[src/rtl/mux_n_reg_skid.sv]
// mux_n_reg_skid
// Registered N:1 operand-select mux with a valid/ready handshake and a
// two-entry (output + skid) buffer so an ALU-side stall never drops a word.
// Selects at or above NUM_IN forward DFLT_VAL and flag sel_err with the word.
//
// Optional feature: define MUX_ERR_CNT_EN to build a saturating 8-bit count
// of accepted invalid selects on err_cnt. Without it, err_cnt is tied to 0.
//
// Parameter constraints: 2 <= NUM_IN <= 16 and 2**SEL_W >= NUM_IN.

module mux_n_reg_skid #(
    parameter int              WIDTH    = 8,
    parameter int              NUM_IN   = 3,
    parameter int              SEL_W    = 4,
    parameter logic [WIDTH-1:0] DFLT_VAL = '0
) (
    input  logic                    clk,
    input  logic                    reset,
    input  logic [WIDTH*NUM_IN-1:0] in_data,
    input  logic [SEL_W-1:0]        in_sel,
    input  logic                    in_valid,
    output logic                    in_ready,
    output logic [WIDTH-1:0]        out_data,
    output logic                    out_valid,
    input  logic                    out_ready,
    output logic                    sel_err,
    output logic [7:0]              err_cnt
);

    // Buffer occupancy: nothing held, OUT only, or OUT plus SKID.
    typedef enum logic [1:0] {
        OCC_EMPTY = 2'd0,
        OCC_ONE   = 2'd1,
        OCC_FULL  = 2'd2
    } occ_t;

    occ_t             occ_reg;
    logic [WIDTH-1:0] out_data_reg;
    logic             out_valid_reg;
    logic             sel_err_reg;
    logic [WIDTH-1:0] skid_data_reg;
    logic             skid_err_reg;
    logic             in_ready_reg;

    logic [WIDTH-1:0] in_word [NUM_IN];
    logic [WIDTH-1:0] sel_data;
    logic             sel_bad;
    logic             accept;
    logic             consume;

    // Unpack the flat input bus into one lane per selectable source.
    genvar gi;
    generate
        for (gi = 0; gi < NUM_IN; gi++) begin : g_lane
            assign in_word[gi] = in_data[gi*WIDTH +: WIDTH];
        end
    endgenerate

    // Select the addressed lane; anything out of range yields the default
    // value and raises the error flag that travels with the word.
    always_comb begin
        sel_data = DFLT_VAL;
        sel_bad  = 1'b1;
        for (int k = 0; k < NUM_IN; k++) begin
            if (in_sel == SEL_W'(k)) begin
                sel_data = in_word[k];
                sel_bad  = 1'b0;
            end
        end
    end

    // in_ready comes straight from a register, so upstream timing never
    // sees a path from out_ready.
    assign accept  = in_valid & in_ready_reg;
    assign consume = out_valid_reg & out_ready;

    // Occupancy FSM; OUT, SKID and in_ready are all updated here so every
    // handshake output is a flop.
    always_ff @(posedge clk or posedge reset) begin
        if (reset) begin
            occ_reg       <= OCC_EMPTY;
            out_data_reg  <= '0;
            out_valid_reg <= 1'b0;
            sel_err_reg   <= 1'b0;
            skid_data_reg <= '0;
            skid_err_reg  <= 1'b0;
            in_ready_reg  <= 1'b1;
        end else begin
            case (occ_reg)
                OCC_EMPTY: begin
                    if (accept) begin
                        out_data_reg  <= sel_data;
                        sel_err_reg   <= sel_bad;
                        out_valid_reg <= 1'b1;
                        occ_reg       <= OCC_ONE;
                    end
                end
                OCC_ONE: begin
                    if (consume && accept) begin
                        out_data_reg <= sel_data;
                        sel_err_reg  <= sel_bad;
                    end else if (consume) begin
                        // Data is left in place; only the flags drop.
                        out_valid_reg <= 1'b0;
                        sel_err_reg   <= 1'b0;
                        occ_reg       <= OCC_EMPTY;
                    end else if (accept) begin
                        skid_data_reg <= sel_data;
                        skid_err_reg  <= sel_bad;
                        in_ready_reg  <= 1'b0;
                        occ_reg       <= OCC_FULL;
                    end
                end
                OCC_FULL: begin
                    // in_ready is low here, so only a consume can occur.
                    if (consume) begin
                        out_data_reg <= skid_data_reg;
                        sel_err_reg  <= skid_err_reg;
                        in_ready_reg <= 1'b1;
                        occ_reg      <= OCC_ONE;
                    end
                end
                default: begin
                    occ_reg       <= OCC_EMPTY;
                    out_valid_reg <= 1'b0;
                    sel_err_reg   <= 1'b0;
                    in_ready_reg  <= 1'b1;
                end
            endcase
        end
    end

    assign in_ready  = in_ready_reg;
    assign out_data  = out_data_reg;
    assign out_valid = out_valid_reg;
    assign sel_err   = sel_err_reg;

`ifdef MUX_ERR_CNT_EN
    logic [7:0] err_cnt_reg;

    // Count accepted invalid selects, holding at 8'hFF once saturated.
    always_ff @(posedge clk or posedge reset) begin
        if (reset) begin
            err_cnt_reg <= 8'h00;
        end else if (accept && sel_bad && (err_cnt_reg != 8'hFF)) begin
            err_cnt_reg <= err_cnt_reg + 8'h01;
        end
    end

    assign err_cnt = err_cnt_reg;
`else
    assign err_cnt = 8'h00;
`endif

endmodule

[config.mk]
export PLATFORM = sky130hd
export DESIGN_NAME = mux_n_reg_skid
export DESIGN_NICKNAME = d
export VERILOG_FILES = /design/src/rtl/mux_n_reg_skid.sv
export SDC_FILE = /design/constraint.sdc
export NUM_CORES = 1
export LEC_CHECK = 0
export CAP_MARGIN = 10
export CORE_ASPECT_RATIO = 0.5
export CORE_MARGIN = 5
export CORE_UTILIZATION = 40
export CTS_CLUSTER_DIAMETER = 120
export DETAILED_ROUTE_END_ITERATION = 12
export GPL_TIMING_DRIVEN = 0
export PLACE_DENSITY = 0.77
export RECOVER_POWER = 25
export SLEW_MARGIN = 30
export SYNTH_ARGS = -nofsm -noshare
export SYNTH_HDL_FRONTEND = slang
export SYNTH_SLANG_ARGS = --single-unit
[constraint.sdc]
create_clock -name clk -period 1.8 [get_ports clk]
set_input_delay 0.27 -clock clk [delete_from_list [all_inputs] [get_ports clk]]
set_output_delay 0.27 -clock clk [all_outputs]
set_load 0.01 [all_outputs]
==> impl_metrics.yaml <==
global_route:
  grt_pass1_wl_um: 5420
  antenna_found_initial: 0
  grt_pass1_vias: 1177
  grt_max_degree: 23
  overflow: 0
  groute.usage.overall_pct: 14.2
min_path:
  min_from: "skid_err_reg"
  hp-class: "flip-flop to flip-flop"
  min_to: "skid_err_reg"
  whs_path_depth: 2
clock_tree:
  cts_resized: 0
  clk_pin_slew_worst_paths_ns: 0.08
  clkLatencyLatePin_ns: 0.26
  cts_tree: "yes"
  cts_root_buffer: "clkbuf_8"
  numCtsBuffers: 3
  cts_buffer_depth: 2
  htreeDepth: 1
  cts_setup_buffers: 0
  cts_sinks: 22
  cts_hold_buf: 0
drt:
  routed_wl_um: 3160
  wl_per_cell_um: 13.5
  first_pass_iters: 4
  antenna_left: 0
  drc: 0
  viasPerCell: 4.91
  vias: 1145
  first_iter_violations: 38
timing:
  fmax_mhz: 610
  min_period_ns: 1.64
  tns_ns: 0
  finalSetupViolations: 0
  worst_pin_slew_ns: 0.829
  max_slew_margin_pct: 44.7
  final.setup_skew_ns: 0.00568
  final-max-slew-violation-count: 0
  period_share_pct: 91.1
  hold_viol: 0
  rsz0062_at_grt: "false"
floorplan:
  start_util_pct: 40.9
  core_area_sq_um: 3380
  io_pins: 51
  die_y_um: 51.5
  die_w_um: 93.1
  num_rows: 15
  die-area_sq_um: 4800
yosys:
  synthArstFlopShare_pct: 100
  ys_seq_elements: 22
  synthMuxAreaShare_pct: 6.53
  synth_compound_area_share_pct: 26.6
  yosys-top-cells-area: "dfrtp_1 38%, mux2_2 6.5%, o221a_2 6.5%"
  synth_xor_area_share_pct: 0.635
  netlist_instances: 138
  synthAdderAreaFrac_pct: 0
  synth_edf_count: 0
  synth.top_cell.area_share_pct: 38.1
  synth_top_family_by_area: "compound AO/OA/AOI/OAI gates"
  yosysTopAreaCell: "dfrtp_1"
  synth_warnings: 0
  syn_area_sq_um: 1380
  synth-simple-area-share_pct: 16.7
  ys_types: 30
  synth.avg_cell_area_sq_um: 10.0
  ys_seq_area_share_pct: 40.0
  synth_flop_cell: "dfrtp_1"
worst_setup_path:
  start_kind: "input pin"
  required_ns: 1.95
  crit_buf_inv: 2
  reg2reg_depth: 5
  path_max_fanout: 10
  critPathKind: "input pin to flip-flop"
  crit_family: "buffers and inverters"
  cp_slowest_cell: "clkdlybuf4s50_1"
  r2r-start: "occ_reg[1]"
  reg2reg_to: "skid_data_reg[2]"
  arrival_ns: 1.79
  reg2reg_slack_ns: 0.22
  crit_chain: "clkdlybuf4s50_1 > buf_2 > o21ba_2 > o221a_2 > mux2_2"
  cp_slowest_stage_delay_ns: 0.60
  critPathCaptureType: "flip-flop"
power_and_ir_drop:
  power_density_nw_per_um2: 570
  vdd_drop_max_mv: 0.257
  cellLeakagePower_nw: 0.886
run:
  drv_cap: 0
placed_design:
  place_congestion: 0.745
  io_buffers: 42
  dpl-instance-area_sq_um: 1880
  place_hpwl_um: 2500
cells_and_area:
  area_growth_pct: 41.3
  diodes: 0
  drive_above_1_share_pct: 25.7
  nFillCells: 295
  finish.instance_area_sq_um: 1950
  finish.utilization_pct: 57.7
  nets: 224
run_status:
  outcome: "complete, no violations"
-- cell usage in the layout, fill, tap and decap left out, drive strengths merged, types with 8 or more instances in the layout --
cell and count:
mux2 8, nor2 11, and3b 9, o21ba 8, o221a 8, clkdlybuf4s50 41, buf 15, conb 8
a31oi 9, dfrtp 21, nand2 22
-- metal layers --
layer	global-route usage (%)	vias to the layer above	wire (um)
li1	-	588	-
met1	17.7	520	1400
met2	24.8	33	1550
met3	3.32	4	166
met4	4.14	0	38
met5	0	-	0
-- tightest hold or removal path, cell delays in order (launching register included) --
cell	delay (ns)
dfrtp_1	0.36
nand2_1	0.05
o21ai_0	0.06
-- synth_stat cells (2+ instances only) --
cell	n
nand2_1	22
a31oi_1	7
o21ba_2	8
inv_1	4
buf_6	2
buf_4	9
o221a_2	8
buf_2	4
nand2b_1	3
o21ai_0	3
and3b_1	9
a31oi_2	2
dfrtp_1	21
mux2_2	8
nor2_1	10
a21oi_1	3
o22ai_1	2
-- cell families (layout without fill, tap and decap cells) --
logic type | count (synthesis) | count (layout)
and+or+nand+nor | 46 | 46
AOI/OAI and AO/OA | 40 | 40
DFF | 22 | 22
buffers and inverters | 20 | 66
muxes | 8 | 8
other | 1 | 8
xor gates and xnor gates | 1 | 1
-- cell type report --
type | count | area, sq um | share of cell area (%)
multi-input combinational | 103 | 726 | 37.2
clock inverter | 1 | 30.0 | 1.54
tap | 42 | 52.6 | 2.69
sequential | 22 | 552 | 28.3
clock buffer | 3 | 41.3 | 2.12
timing repair buffer | 42 | 420 | 21.6
buffer | 16 | 114 | 5.84
inverter | 4 | 15.0 | 0.770
-- through the flow --
stage,instances,hold WS (ns),setup slack (ns),power (mW)
6_report,233,0.502,0.160,1.11
3_3_place_gp,229,0.464,-0.0868,0.667
5_1_grt,233,0.523,0.0422,1.17
3_5_place_dp,229,0.480,-0.114,0.670
4_1_cts,233,0.498,0.161,1.12
2_1_floorplan,145,0.258,0.376,0.583
-- worst max path at each step --
stage / startpoint / end / slack [ns] / depth (start not counted)
2_1_floorplan: in_ready / out_data[4] / 0.38 / 5
3_3_place_gp: in_sel[1] / skid_data_reg[5] / -0.09 / 5
3_5_place_dp: in_sel[0] / skid_data_reg[4] / -0.11 / 5
4_1_cts: in_sel[0] / skid_data_reg[2] / 0.16 / 5
5_1_grt: in_sel[0] / out_data[7] / 0.04 / 6
6_report: in_sel[0] / skid_data_reg[4] / 0.16 / 5
-- report_power, final --
part / total [mW] / switching [mW] / internal [mW]
combinational: 0.166 / 0.0634 / 0.102
sequential: 0.494 / 0 / 0.494
clock: 0.453 / 0.157 / 0.297
No activity file was read; power rests on OpenSTA's default activity.
